**config.mk**
```make
export PLATFORM = sky130hd
export DESIGN_NAME = dat_tf_sequencer_flat
export DESIGN_NICKNAME = d
export VERILOG_FILES = /design/src/rtl/dat_tf_sequencer_if.sv /design/src/rtl/dat_tf_sequencer.sv /design/src/flat_wrapper.sv
export SDC_FILE = /design/constraint.sdc
export NUM_CORES = 1
export LEC_CHECK = 0
export ABC_AREA = 1
export ABC_CLOCK_PERIOD_IN_PS = 3700
export CAP_MARGIN = 20
export CORE_MARGIN = 1.5
export CORE_UTILIZATION = 53
export DETAILED_ROUTE_END_ITERATION = 8
export PLACE_DENSITY = 0.86
export SLEW_MARGIN = 20
export SYNTH_ARGS = -nofsm -noshare
export SYNTH_HDL_FRONTEND = slang
export SYNTH_SLANG_ARGS = --single-unit
```
**constraint.sdc**
```tcl
create_clock -name host_clk -period 3.7 [get_ports host_clk]
set_input_delay 0.555 -clock host_clk [delete_from_list [all_inputs] [get_ports host_clk]]
set_output_delay 0.555 -clock host_clk [all_outputs]
set_load 0.01 [all_outputs]
```
**src/rtl/dat_tf_sequencer_if.sv**
```systemverilog
// Purpose : bundles the control, handshake and status signals between the DAT
//           transfer sequencer and its environment (register file, CMD unit,
//           DAT control/phys pair).
// Latency : none; this is wiring only.
// Backpres: none; the DAT flags are held until dat_phys_busy is seen.
// Ports   : master = environment side (drives requests, card/FIFO status);
//           slave  = sequencer side (drives cmd_issue/cmd_index, DAT flags,
//           blocks_left and the status pulses).
interface dat_tf_sequencer_if #(
    parameter int BLOCK_CNT_WIDTH = 16
);
    // register file requests
    logic                       tf_start;
    logic                       tf_abort;
    logic                       tf_direction_reg;
    logic                       multiple_blk_reg;
    logic                       auto_cmd12_reg;
    logic [BLOCK_CNT_WIDTH-1:0] block_cnt_reg;
    // CMD unit / FIFO / DAT datapath status
    logic                       cmd_done;
    logic                       tx_buf_empty;
    logic                       rx_buf_full;
    logic                       dat_phys_busy;
    logic                       tf_finished;
    // sequencer outputs
    logic                       cmd_issue;
    logic [5:0]                 cmd_index;
    logic                       dat_wr_flag;
    logic                       dat_rd_flag;
    logic [BLOCK_CNT_WIDTH-1:0] blocks_left;
    logic                       tf_active;
    logic                       tf_complete;
    logic                       tf_error;

    modport master (
        output tf_start, tf_abort, tf_direction_reg, multiple_blk_reg,
               auto_cmd12_reg, block_cnt_reg, cmd_done, tx_buf_empty,
               rx_buf_full, dat_phys_busy, tf_finished,
        input  cmd_issue, cmd_index, dat_wr_flag, dat_rd_flag, blocks_left,
               tf_active, tf_complete, tf_error
    );

    modport slave (
        input  tf_start, tf_abort, tf_direction_reg, multiple_blk_reg,
               auto_cmd12_reg, block_cnt_reg, cmd_done, tx_buf_empty,
               rx_buf_full, dat_phys_busy, tf_finished,
        output cmd_issue, cmd_index, dat_wr_flag, dat_rd_flag, blocks_left,
               tf_active, tf_complete, tf_error
    );
endinterface

```
**src/rtl/dat_tf_sequencer.sv**
```systemverilog
// Purpose : host-clock sequencer for DAT block transfers: issues CMD17/18/24/25,
//           optional CMD12, gates each block on FIFO readiness, counts blocks.
// Latency : all outputs registered; tf_complete 2 cycles after the last
//           tf_finished (plus STOP/WAIT_STOP and response time with CMD12).
// Backpres: waits in WAIT_BUF on FIFO state; DAT flag held until dat_phys_busy.
// Ports   : host_clk, rst (async active-high); bus = dat_tf_sequencer_if.slave.
// Config  : define DAT_TIMEOUT_EN to bound WAIT_RESP/WAIT_DAT/WAIT_STOP to
//           TIMEOUT_CYCLES cycles each (TO_WIDTH-bit counter).
module dat_tf_sequencer #(
    parameter int BLOCK_CNT_WIDTH = 16,
    parameter int TIMEOUT_CYCLES  = 4096,
    parameter int TO_WIDTH        = 13
) (
    input  logic                 host_clk,
    input  logic                 rst,
    dat_tf_sequencer_if.slave    bus
);

    typedef enum logic [3:0] {
        S_IDLE, S_ISSUE, S_WAIT_RESP, S_WAIT_BUF, S_START_DAT,
        S_WAIT_DAT, S_BLK_DONE, S_STOP, S_WAIT_STOP, S_DONE
    } state_t;

    localparam logic [BLOCK_CNT_WIDTH-1:0] CNT_ZERO = '0;
    localparam logic [BLOCK_CNT_WIDTH-1:0] CNT_ONE  = BLOCK_CNT_WIDTH'(1);

    state_t                     state;
    state_t                     state_nxt;
    logic                       dir_q;       // 1 = read
    logic                       mult_q;
    logic                       aborted_q;   // current STOP came from an abort
    logic [BLOCK_CNT_WIDTH-1:0] blocks_left_q;

    logic                       err_evt;
    logic                       abort_set;

    logic                       cmd_issue_nxt;
    logic [5:0]                 cmd_index_nxt;
    logic                       dat_wr_nxt;
    logic                       dat_rd_nxt;
    logic                       tf_active_nxt;
    logic                       tf_complete_nxt;
    logic                       dir_eff;
    logic                       mult_eff;

`ifdef DAT_TIMEOUT_EN
    logic [TO_WIDTH-1:0]        to_cnt;

    function automatic logic is_wait(input state_t s);
        return (s == S_WAIT_RESP) || (s == S_WAIT_DAT) || (s == S_WAIT_STOP);
    endfunction
`endif

    // ---------------------------------------------------------------
    // State register (plus transfer context latched alongside it)
    // ---------------------------------------------------------------
    always_ff @(posedge host_clk or posedge rst) begin
        if (rst) begin
            state         <= S_IDLE;
            dir_q         <= 1'b0;
            mult_q        <= 1'b0;
            aborted_q     <= 1'b0;
            blocks_left_q <= '0;
        end else begin
            state <= state_nxt;
            if (state == S_IDLE && state_nxt == S_ISSUE) begin
                dir_q         <= bus.tf_direction_reg;
                mult_q        <= bus.multiple_blk_reg;
                aborted_q     <= 1'b0;
                blocks_left_q <= bus.multiple_blk_reg ? bus.block_cnt_reg : CNT_ONE;
            end else begin
                if (abort_set) begin
                    aborted_q <= 1'b1;
                end
                if (state == S_BLK_DONE && blocks_left_q != CNT_ZERO) begin
                    blocks_left_q <= blocks_left_q - CNT_ONE;
                end
            end
        end
    end

`ifdef DAT_TIMEOUT_EN
    // Restarts on entry to each wait state, counts every cycle spent there.
    always_ff @(posedge host_clk or posedge rst) begin
        if (rst) begin
            to_cnt <= '0;
        end else if (is_wait(state_nxt) && state_nxt != state) begin
            to_cnt <= '0;
        end else if (is_wait(state)) begin
            to_cnt <= to_cnt + TO_WIDTH'(1);
        end
    end
`endif

    // ---------------------------------------------------------------
    // Next-state logic
    // ---------------------------------------------------------------
    always_comb begin
        state_nxt = state;
        err_evt   = 1'b0;
        abort_set = 1'b0;

        case (state)
            S_IDLE: begin
                if (bus.tf_start) begin
                    if (bus.block_cnt_reg == CNT_ZERO) begin
                        err_evt = 1'b1;
                    end else begin
                        state_nxt = S_ISSUE;
                    end
                end
            end
            S_ISSUE:     state_nxt = S_WAIT_RESP;
            S_WAIT_RESP: if (bus.cmd_done) state_nxt = S_WAIT_BUF;
            S_WAIT_BUF: begin
                if (dir_q ? !bus.rx_buf_full : !bus.tx_buf_empty) begin
                    state_nxt = S_START_DAT;
                end
            end
            S_START_DAT: begin
                // A finish pulse coinciding with busy rising closes the block.
                if (bus.dat_phys_busy) begin
                    state_nxt = bus.tf_finished ? S_BLK_DONE : S_WAIT_DAT;
                end
            end
            S_WAIT_DAT:  if (bus.tf_finished) state_nxt = S_BLK_DONE;
            S_BLK_DONE: begin
                if (blocks_left_q > CNT_ONE) begin
                    state_nxt = S_WAIT_BUF;
                end else if (mult_q && bus.auto_cmd12_reg) begin
                    state_nxt = S_STOP;
                end else begin
                    state_nxt = S_DONE;
                end
            end
            S_STOP:      state_nxt = S_WAIT_STOP;
            S_WAIT_STOP: if (bus.cmd_done) state_nxt = aborted_q ? S_IDLE : S_DONE;
            S_DONE:      state_nxt = S_IDLE;
            default:     state_nxt = S_IDLE;
        endcase

`ifdef DAT_TIMEOUT_EN
        if (is_wait(state) && state_nxt == state &&
            to_cnt == TO_WIDTH'(TIMEOUT_CYCLES - 1)) begin
            state_nxt = S_IDLE;
            err_evt   = 1'b1;
        end
`endif

        // Abort wins over everything. Before the data command is answered
        // the card has nothing to stop; afterwards it needs a CMD12. DONE is
        // left alone because the transfer has already completed.
        if (bus.tf_abort) begin
            case (state)
                S_ISSUE, S_WAIT_RESP: begin
                    state_nxt = S_IDLE;
                    err_evt   = 1'b1;
                end
                S_WAIT_BUF, S_START_DAT, S_WAIT_DAT, S_BLK_DONE: begin
                    state_nxt = S_STOP;
                    err_evt   = 1'b1;
                    abort_set = 1'b1;
                end
                default: ;
            endcase
        end
    end

    // ---------------------------------------------------------------
    // Output logic: decoded from the next state so the registered outputs
    // line up with the state they belong to.
    // ---------------------------------------------------------------
    always_comb begin
        // The command index is built in the IDLE->ISSUE cycle, before the
        // transfer context has been latched.
        dir_eff  = (state == S_IDLE) ? bus.tf_direction_reg : dir_q;
        mult_eff = (state == S_IDLE) ? bus.multiple_blk_reg : mult_q;

        cmd_issue_nxt = (state_nxt == S_ISSUE) || (state_nxt == S_STOP);
        cmd_index_nxt = 6'd0;
        if (state_nxt == S_ISSUE) begin
            cmd_index_nxt = dir_eff ? (mult_eff ? 6'd18 : 6'd17)
                                    : (mult_eff ? 6'd25 : 6'd24);
        end else if (state_nxt == S_STOP) begin
            cmd_index_nxt = 6'd12;
        end

        dat_rd_nxt      = (state_nxt == S_START_DAT) && dir_q;
        dat_wr_nxt      = (state_nxt == S_START_DAT) && !dir_q;
        tf_active_nxt   = (state_nxt != S_IDLE) && (state_nxt != S_DONE);
        tf_complete_nxt = (state_nxt == S_DONE);
    end

    always_ff @(posedge host_clk or posedge rst) begin
        if (rst) begin
            bus.cmd_issue   <= 1'b0;
            bus.cmd_index   <= 6'd0;
            bus.dat_wr_flag <= 1'b0;
            bus.dat_rd_flag <= 1'b0;
            bus.tf_active   <= 1'b0;
            bus.tf_complete <= 1'b0;
            bus.tf_error    <= 1'b0;
        end else begin
            bus.cmd_issue   <= cmd_issue_nxt;
            bus.cmd_index   <= cmd_index_nxt;
            bus.dat_wr_flag <= dat_wr_nxt;
            bus.dat_rd_flag <= dat_rd_nxt;
            bus.tf_active   <= tf_active_nxt;
            bus.tf_complete <= tf_complete_nxt;
            bus.tf_error    <= err_evt;
        end
    end

    assign bus.blocks_left = blocks_left_q;

endmodule
```
**src/flat_wrapper.sv**
```systemverilog
// flat-port wrapper written by rule: the top's interface ports become plain ports
module dat_tf_sequencer_flat 
#(
    parameter int BLOCK_CNT_WIDTH = 16,
    parameter int TIMEOUT_CYCLES  = 4096,
    parameter int TO_WIDTH        = 13
)
  (host_clk, rst, bus_tf_start, bus_tf_abort, bus_tf_direction_reg, bus_multiple_blk_reg, bus_auto_cmd12_reg, bus_block_cnt_reg, bus_cmd_done, bus_tx_buf_empty, bus_rx_buf_full, bus_dat_phys_busy, bus_tf_finished, bus_cmd_issue, bus_cmd_index, bus_dat_wr_flag, bus_dat_rd_flag, bus_blocks_left, bus_tf_active, bus_tf_complete, bus_tf_error);
  dat_tf_sequencer_if #(.BLOCK_CNT_WIDTH(BLOCK_CNT_WIDTH)) bus_i ();
  input  logic host_clk;
  input  logic rst;
  input wire logic [$bits(bus_i.tf_start)-1:0] bus_tf_start;
  input wire logic [$bits(bus_i.tf_abort)-1:0] bus_tf_abort;
  input wire logic [$bits(bus_i.tf_direction_reg)-1:0] bus_tf_direction_reg;
  input wire logic [$bits(bus_i.multiple_blk_reg)-1:0] bus_multiple_blk_reg;
  input wire logic [$bits(bus_i.auto_cmd12_reg)-1:0] bus_auto_cmd12_reg;
  input wire logic [$bits(bus_i.block_cnt_reg)-1:0] bus_block_cnt_reg;
  input wire logic [$bits(bus_i.cmd_done)-1:0] bus_cmd_done;
  input wire logic [$bits(bus_i.tx_buf_empty)-1:0] bus_tx_buf_empty;
  input wire logic [$bits(bus_i.rx_buf_full)-1:0] bus_rx_buf_full;
  input wire logic [$bits(bus_i.dat_phys_busy)-1:0] bus_dat_phys_busy;
  input wire logic [$bits(bus_i.tf_finished)-1:0] bus_tf_finished;
  output wire logic [$bits(bus_i.cmd_issue)-1:0] bus_cmd_issue;
  output wire logic [$bits(bus_i.cmd_index)-1:0] bus_cmd_index;
  output wire logic [$bits(bus_i.dat_wr_flag)-1:0] bus_dat_wr_flag;
  output wire logic [$bits(bus_i.dat_rd_flag)-1:0] bus_dat_rd_flag;
  output wire logic [$bits(bus_i.blocks_left)-1:0] bus_blocks_left;
  output wire logic [$bits(bus_i.tf_active)-1:0] bus_tf_active;
  output wire logic [$bits(bus_i.tf_complete)-1:0] bus_tf_complete;
  output wire logic [$bits(bus_i.tf_error)-1:0] bus_tf_error;
  assign bus_i.tf_start = bus_tf_start;
  assign bus_i.tf_abort = bus_tf_abort;
  assign bus_i.tf_direction_reg = bus_tf_direction_reg;
  assign bus_i.multiple_blk_reg = bus_multiple_blk_reg;
  assign bus_i.auto_cmd12_reg = bus_auto_cmd12_reg;
  assign bus_i.block_cnt_reg = bus_block_cnt_reg;
  assign bus_i.cmd_done = bus_cmd_done;
  assign bus_i.tx_buf_empty = bus_tx_buf_empty;
  assign bus_i.rx_buf_full = bus_rx_buf_full;
  assign bus_i.dat_phys_busy = bus_dat_phys_busy;
  assign bus_i.tf_finished = bus_tf_finished;
  assign bus_cmd_issue = bus_i.cmd_issue;
  assign bus_cmd_index = bus_i.cmd_index;
  assign bus_dat_wr_flag = bus_i.dat_wr_flag;
  assign bus_dat_rd_flag = bus_i.dat_rd_flag;
  assign bus_blocks_left = bus_i.blocks_left;
  assign bus_tf_active = bus_i.tf_active;
  assign bus_tf_complete = bus_i.tf_complete;
  assign bus_tf_error = bus_i.tf_error;
  dat_tf_sequencer #(.BLOCK_CNT_WIDTH(BLOCK_CNT_WIDTH), .TIMEOUT_CYCLES(TIMEOUT_CYCLES), .TO_WIDTH(TO_WIDTH)) u_core (.host_clk(host_clk), .rst(rst), .bus(bus_i));
endmodule
```
==> results.yml, run 1 <==
routing:
  route.antenna.remaining_nets: 0
  routed_via_density: 5.092
  first_pass_iters: 5
  detailedRoute.firstIterationViolations: 93
  detail_route.wirelength_um: 5132
  route.detailed.drc: 0
  route.detailed.wl_per_inst_um: 12.43
  number_of_vias_in_the_routed_layout: 2103
power:
  combinational_power_share_pct: 56.5
  netSwitchingFraction_pct: 46.04
  pwr-share-clk_pct: 12.6
  peakVddDrop_uv: 367.9
  power_leakage_nw: 1.340
  totalPowerFinal_mw: 2.222
  power.density_cell_area_mw_per_mm2: 779.7
  sequentialPowerShare_pct: 30.8
  net-switching-power_mw: 1.023
  pint_mw: 1.199
yosys:
  synth_largest_area_cell: "sky130_fd_sc_hd__dfrtp_1"
  yosys_warnings: 0
  mappedNetlistNets: 338
  number_of_instances_in_the_synthesized_netlist: 306
  synth.area.top_cells: "sky130_fd_sc_hd__dfrtp_1 39%, sky130_fd_sc_hd__nand2_1 13%, sky130_fd_sc_hd__nor2_1 9.4%, sky130_fd_sc_hd__inv_1 5.5%, sky130_fd_sc_hd__o21ai_0 3.6%"
  post_synth_instance_area_mm2: 0.002202
  synth_seq_cells: 34
  synth_seq_area_share_pct: 38.64
  synth_top_area_share_pct: 38.64
  synth.lib_cells_used.distinct: 34
  synthesized_area_per_cell_um2: 7.196
cts:
  tritoncts: "built"
  cts_inserted_buffers: 5
  number_of_hold_repair_buffers_added_at_the_cts_stage: 0
  path_clk_slew_ns: 0.07
  post-cts-setup-buffers: 0
  htree_levels: 2
  post_cts_resized: 0
  clock-sinks: 34
  clk_path_buf_depth: 2
  clock_latency_of_the_later_clocked_register_in_the_worst_skew_pair_ns: 0.29
  root_buffer: "sky130_fd_sc_hd__clkbuf_8"
hold_path:
  holdPathEnd: "u_core.bus.dat_wr_flag$_DFF_PP0_"
  whs_path_depth: 1
  hold_path.class: "flop to flop"
  worst_hold_startpoint: "u_core.dir_q$_DFFE_PP0P_"
worst_setup_path:
  critical_path.slowest_cell: "sky130_fd_sc_hd__clkdlybuf4s50_1"
  cpPeakStageDelay_ns: 0.42
  reg2reg_to: "u_core.bus.blocks_left[0]$_DFFE_PP0P_"
  crit_required_ns: 3.88
  critical_path_peak_fanout: 25
  path_cells: "clkdlybuf4s50_1, nor2_1, nand2_1, nor2_1, nand2_1, nand2_4, nand3_1, nand2_1, nand3_1, nor2_1, nor2_1"
  type_of_the_worst_setup_path: "primary input to flop"
  cpLargestDelayFamily: "simple AND/OR/NAND/NOR gates"
  worst_r2r_path_depth: 8
  cp-start-kind: "primary input"
  rrSetupSlack_ns: 1.82
  cp-end-kind: "flop"
  critical_register_to_register_path_startpoint: "u_core.state[0]$_DFF_PP0_"
  cpMostUsedCell: "sky130_fd_sc_hd__nor2_1"
  worst_ep_arrival_time_ns: 2.31
  critical_path_cell_count: 11
  worst-path-buf-inv: 1
timing:
  final.min_clock_period_ns: 2.126
  final.period_utilization_pct: 57.47
  hold_violations: 0
  slew_violations: 0
  setup_violations: 0
  timing.fmax_ghz: 0.4703
  tns_ns: 0
  finalClockSkew_ns: 0.003781
  grt_setup_unrepaired: "no"
layout:
  final_cell_area_mm2: 0.002850
  register_cell_area_after_layout_um2: 850.8
  post_route_cells_drive_above_1_share_pct: 11.57
  layout.filler_cells: 353
  multi_input_logic_area_mm2: 0.001159
  area.growth.synth_to_final_pct: 29.43
  final_cell_count_no_fill: 413
  diodes: 0
  num-nets-final: 394
floorplanning:
  die_width_um: 67.46
  fp.coreArea_mm2: 0.004000
  number_of_top_level_pins: 56
  floorplan.die.height_um: 67.46
  effective_utilization_at_floorplan_pct: 55.05
  rows: 23
  die_area_mm2: 0.004551
grt:
  grt-ovfl-total: 0
  grt_usage_pct: 25.50
  antenna_found_initial: 0
  grt_max_degree: 35
  first_global_vias: 2027
  wire_length_of_the_first_global_routing_pass_um: 8652
place:
  placed_area_mm2: 0.002759
  placement.io_buffers: 54
  dp_hpwl_um: 3880
  gp_routability_congestion: 0.9138
  placedCellCount: 405
status:
  outcome: "finished clean"
run:
  max_cap_viol_count: 0
cell families (layout without fill, tap and decap cells):
logic type      after synthesis  count (layout)  share of synthesized area [%]
fa+ha+maj                     4               4                          2.273
simple gates                175             175                          36.25
flops                        34              34                          38.64
buf+inv                      43             100                          8.750
other cells                   1               1                         0.1703
xor+xnor                      6               6                          2.386
compound gates               43              43                          11.53
flip-flops by register name, indices dropped and copies added (netlist names):
register and flops:
u_core.bus.cmd_index 5, u_core.bus.dat_rd_flag 1, u_core.aborted_q 1, u_core.bus.tf_complete 1, u_core.bus.tf_error 1, u_core.dir_q 1
u_core.state 4, u_core.bus.tf_active 1, u_core.bus.cmd_issue 1, u_core.bus.dat_wr_flag 1, u_core.mult_q 1, u_core.bus.blocks_left 16
per-stage QoR:
stage                     hold WS, ns  worst slack [ns]  utilization (%)
after floorplan                0.4241             2.086                -
after global placement         0.4420             1.323            68.97
after detailed placement       0.4425             1.301            68.97
after CTS                      0.4506             1.593            71.25
after global routing           0.4767             1.393            71.25
final                          0.4489             1.574            71.25
per-layer routing:
layer,part of all wire [%],vias to the layer above,global-route usage (%)
li1,-,1075,-
met3,5.5,6,6.000
met2,51,66,44.98
met4,1.1,0,7.143
met1,43,956,30.88
met5,0,-,0
synthesized netlist by cell type:
library cell / n
sky130_fd_sc_hd__a21o_1: 1
sky130_fd_sc_hd__buf_6: 3
sky130_fd_sc_hd__buf_4: 2
sky130_fd_sc_hd__nor2_4: 3
sky130_fd_sc_hd__o21ai_0: 16
sky130_fd_sc_hd__a21oi_2: 1
sky130_fd_sc_hd__nor3b_2: 1
sky130_fd_sc_hd__o21ai_2: 2
sky130_fd_sc_hd__nand3_2: 3
sky130_fd_sc_hd__nand3_1: 12
sky130_fd_sc_hd__nand2_1: 78
sky130_fd_sc_hd__buf_2: 1
sky130_fd_sc_hd__dfrtp_1: 34
sky130_fd_sc_hd__nand2_4: 4
sky130_fd_sc_hd__nand2_2: 7
sky130_fd_sc_hd__a21oi_1: 5
sky130_fd_sc_hd__or2_2: 1
sky130_fd_sc_hd__xnor2_1: 2
sky130_fd_sc_hd__o21ai_1: 6
sky130_fd_sc_hd__nor3_1: 1
sky130_fd_sc_hd__nor4_1: 1
sky130_fd_sc_hd__o211ai_1: 1
sky130_fd_sc_hd__nand4_1: 4
sky130_fd_sc_hd__conb_1: 1
sky130_fd_sc_hd__nor2_2: 5
sky130_fd_sc_hd__xor2_1: 4
sky130_fd_sc_hd__inv_1: 32
sky130_fd_sc_hd__a31o_2: 2
sky130_fd_sc_hd__nor2_1: 55
sky130_fd_sc_hd__a31oi_1: 7
sky130_fd_sc_hd__ha_1: 4
sky130_fd_sc_hd__a22o_1: 1
sky130_fd_sc_hd__a21boi_0: 1
sky130_fd_sc_hd__inv_2: 5
worst max path at each step:
stage | from | to | slack, ns
6_report | bus_block_cnt_reg[12] | u_core.bus.tf_active$_DFF_PP0_ | 1.57
5_1_grt | bus_block_cnt_reg[12] | u_core.bus.tf_active$_DFF_PP0_ | 1.39
4_1_cts | bus_block_cnt_reg[12] | u_core.bus.cmd_index[3]$_DFF_PP0_ | 1.59
3_5_place_dp | bus_block_cnt_reg[12] | u_core.bus.cmd_index[3]$_DFF_PP0_ | 1.30
3_3_place_gp | bus_block_cnt_reg[12] | u_core.bus.cmd_issue$_DFF_PP0_ | 1.32
2_1_floorplan | u_core.bus.blocks_left[0]$_DFFE_PP0P_ | u_core.bus.cmd_index[3]$_DFF_PP0_ | 2.09
area by class of cell:
cell class | count | area share, %
clock inverter | 1 | 0.1756
clock buffer | 7 | 3.029
timing repair buffer | 55 | 19.23
tap | 50 | 2.195
sequential | 34 | 29.85
multi-input combinational | 229 | 40.65
inverter | 37 | 4.873
worst reg2reg max path, stage by stage, from the launching register on:
cell                      delay (ns)
sky130_fd_sc_hd__dfrtp_1        0.47
sky130_fd_sc_hd__nor2_4         0.17
sky130_fd_sc_hd__nand2_2        0.11
sky130_fd_sc_hd__nor2_4         0.13
sky130_fd_sc_hd__nand2_4        0.20
sky130_fd_sc_hd__nor2_4         0.36
sky130_fd_sc_hd__inv_1          0.09
sky130_fd_sc_hd__o21ai_0        0.15
sky130_fd_sc_hd__o21ai_1        0.09
cells in the final DEF, fill, tap and decap left out, drive strengths merged:
master,n
nand2,89
nor2,63
clkdlybuf4s50,54
inv,37
dfrtp,34
o21ai,24
nand3,15
a31oi,7
clkbuf,7
a21oi,6
xor2,4
nand4,4
ha,4
a31o,2
xnor2,2
nor4,1
nor3,1
a21boi,1
or2,1
a21o,1
nor3b,1
a22o,1
o211ai,1
conb,1
clkinv,1
buf,1
power groups by stage:
stage	clock, mW	combinational [mW]	sequential [mW]
finish	0.281	1.26	0.685
global route	0.306	1.42	0.703
CTS	0.283	1.26	0.684
detailed placement	0	1.25	0.689
global placement	0	1.22	0.685
floorplan	0	0.819	0.708
Note: power is estimated with default switching activity, not from simulation.
==> inputs of run 2 (changes only) <==
--- a/config.mk
+++ b/config.mk
@@ -6,12 +6,12 @@
 export NUM_CORES = 1
 export LEC_CHECK = 0
 export ABC_AREA = 1
-export ABC_CLOCK_PERIOD_IN_PS = 3700
+export ABC_CLOCK_PERIOD_IN_PS = 1700
 export CAP_MARGIN = 20
 export CORE_MARGIN = 1.5
-export CORE_UTILIZATION = 53
+export CORE_UTILIZATION = 44
 export DETAILED_ROUTE_END_ITERATION = 8
-export PLACE_DENSITY = 0.86
+export PLACE_DENSITY = 0.76
 export SLEW_MARGIN = 20
 export SYNTH_ARGS = -nofsm -noshare
 export SYNTH_HDL_FRONTEND = slang
==> constraint.sdc (replaced) <==
create_clock -name host_clk -period 1.7 [get_ports host_clk]
set_input_delay 0.255 -clock host_clk [delete_from_list [all_inputs] [get_ports host_clk]]
set_output_delay 0.255 -clock host_clk [all_outputs]
set_load 0.01 [all_outputs]
==> results.yml, run 2 (same netlist as run 1, synthesis figures left out) <==
cts:
  number_of_hold_repair_buffers_added_at_the_cts_stage: 0
  clk_path_buf_depth: 2
  clock_latency_of_the_later_clocked_register_in_the_worst_skew_pair_ns: 0.28
  tritoncts: "built"
  cts_inserted_buffers: 5
  htree_levels: 2
  root_buffer: "sky130_fd_sc_hd__clkbuf_8"
  path_clk_slew_ns: 0.07
  clock-sinks: 34
hold_path:
  hold_path.class: "primary input to async pin"
timing:
  setup_violations: 0
  timing.fmax_ghz: 0.5896
  slew_violations: 0
  final.min_clock_period_ns: 1.696
  finalClockSkew_ns: 0.005385
  hold_violations: 0
  grt_setup_unrepaired: "yes"
  final.period_utilization_pct: 99.77
  hold_ws_ns: 0.3796
run:
  max_cap_viol_count: 0
layout:
  most_common_cell_after_layout_fill_and_taps_aside: "sky130_fd_sc_hd__nand2_1"
  layout.cells.most_common_list: "72 x sky130_fd_sc_hd__nand2_1, 53 x sky130_fd_sc_hd__clkdlybuf4s50_1, 51 x sky130_fd_sc_hd__nor2_1"
  post_route_cells_drive_above_1_share_pct: 23.04
  layout.filler_cells: 410
  final_cell_area_mm2: 0.003218
  largest_register_ffs: 16
  register_cell_area_after_layout_um2: 850.8
  postLayoutCoreUtil_pct: 67.24
  multi_input_logic_area_mm2: 0.001254
  diodes: 0
  area.growth.synth_to_final_pct: 46.14
  num-nets-final: 426
routing:
  first_pass_iters: 4
  route.detailed.drc: 0
  number_of_vias_in_the_routed_layout: 2226
  detail_route.wirelength_um: 5591
  route.detailed.wl_per_inst_um: 12.10
  detailedRoute.firstIterationViolations: 168
  route.antenna.remaining_nets: 0
  routed_via_density: 4.818
worst_setup_path:
  cp-end-kind: "flop"
  crit_required_ns: 1.91
  critical_path.slowest_cell: "sky130_fd_sc_hd__dfrtp_1"
  worst_ep_arrival_time_ns: 1.90
  type_of_the_worst_setup_path: "flop to flop"
  cpPeakStageDelay_ns: 0.39
  cp-start-kind: "flop"
  critical_path_peak_fanout: 4
  path_cells: "inv_2, ha_1, inv_1, nand2_1, nand2_1, nor2_2, nand3_2, nand2_2, nand2_4, nand2_4, nand4_1, nor2_1"
place:
  placement.io_buffers: 54
  dp_hpwl_um: 4158
  gp_routability_congestion: 0.8488
  placed_area_mm2: 0.002983
grt:
  grt-ovfl-total: 0
  wire_length_of_the_first_global_routing_pass_um: 8901
  grt_usage_pct: 21.49
  antenna_found_initial: 0
  grt_max_degree: 35
  first_global_vias: 2030
floorplanning:
  fp.coreArea_mm2: 0.004786
  die_area_mm2: 0.005438
  floorplan.die.height_um: 73.75
  rows: 25
  number_of_top_level_pins: 56
  die_width_um: 73.75
  effective_utilization_at_floorplan_pct: 46.01
power:
  power.density_cell_area_mw_per_mm2: 1717
  peakVddDrop_uv: 846.2
  power_leakage_nw: 1.513
status:
  outcome: "finished clean"
run 2: final timing paths:
check / from / endpoint / slack [ns] / cells after the start
max: u_core.bus.blocks_left[1]$_DFFE_PP0P_ / u_core.bus.dat_rd_flag$_DFF_PP0_ / 0.004 / 12
min: rst / u_core.bus.cmd_index[4]$_DFF_PP0_ / 0.38 / 3
max reg2reg: u_core.bus.blocks_left[1]$_DFFE_PP0P_ / u_core.bus.dat_rd_flag$_DFF_PP0_ / 0.004 / 12
min reg2reg: u_core.dir_q$_DFFE_PP0P_ / u_core.bus.dat_wr_flag$_DFF_PP0_ / 0.45 / 1
max in group asynchronous: rst / u_core.bus.blocks_left[8]$_DFFE_PP0P_ / 1.01 / 3
min in group host_clk: u_core.dir_q$_DFFE_PP0P_ / u_core.bus.dat_wr_flag$_DFF_PP0_ / 0.45 / 1
run 2: what timing repair did:
action                     in CTS  in global routing
pin swaps                       0                  9
buffers inserted                0                  4
setup endpoints to repair       7                 23
cloned                          0                  1
resized for setup               4                 23
run 2: layout make-up:
class	count	share of cell area (%)
multi-input cells	230	38.96
inverters	37	4.316
clock inverters	1	0.1555
clock buffers	7	2.683
well taps	67	2.605
repair buffers	86	24.84
flip-flops and latches	34	26.44
run 2: critical path: cells and delay by family (launching register included):
| family | cells | cell delay, ns |
|---|---|---|
| simple gates | 9 | 0.93 |
| flops | 1 | 0.39 |
| buf+inv | 2 | 0.15 |
| fa+ha+maj | 1 | 0.16 |
run 2: layer usage:
metal / GRT usage, % / wire (µm) / up-vias
met5: 0 / 0 / -
met4: 5.967 / 78 / 0
met3: 4.390 / 381 / 6
met2: 36.34 / 2745 / 82
met1: 27.78 / 2386 / 993
li1: - / - / 1145
run 2: power breakdown:
group          leakage (nW)  internal [mW]  total, mW  switching [mW]
sequential            0.422           1.13       1.37           0.237
combinational          1.04           1.60       3.54            1.95
clock                0.0482          0.327      0.612           0.285
run 2: stage by stage:
step	setup WS, ns	TNS (ns)	std cells	power, mW
4_1_cts	0.008702	0	457	5.258
3_5_place_dp	-0.2037	-2.987	449	4.596
2_1_floorplan	0.08621	0	306	3.323
5_1_grt	-0.09675	-0.5496	462	5.955
3_3_place_gp	-0.1775	-2.602	449	4.526
6_report	0.003879	0	462	5.526
==> inputs of run 3 (changes only) <==
--- a/config.mk
+++ b/config.mk
@@ -6,7 +6,6 @@
 export NUM_CORES = 1
 export LEC_CHECK = 0
 export ABC_AREA = 1
-export ABC_CLOCK_PERIOD_IN_PS = 1700
 export CAP_MARGIN = 20
 export CORE_MARGIN = 1.5
 export CORE_UTILIZATION = 44
==> results of run 3 <==
No change in the layout: final DEF, timing and power equal those of run 2.
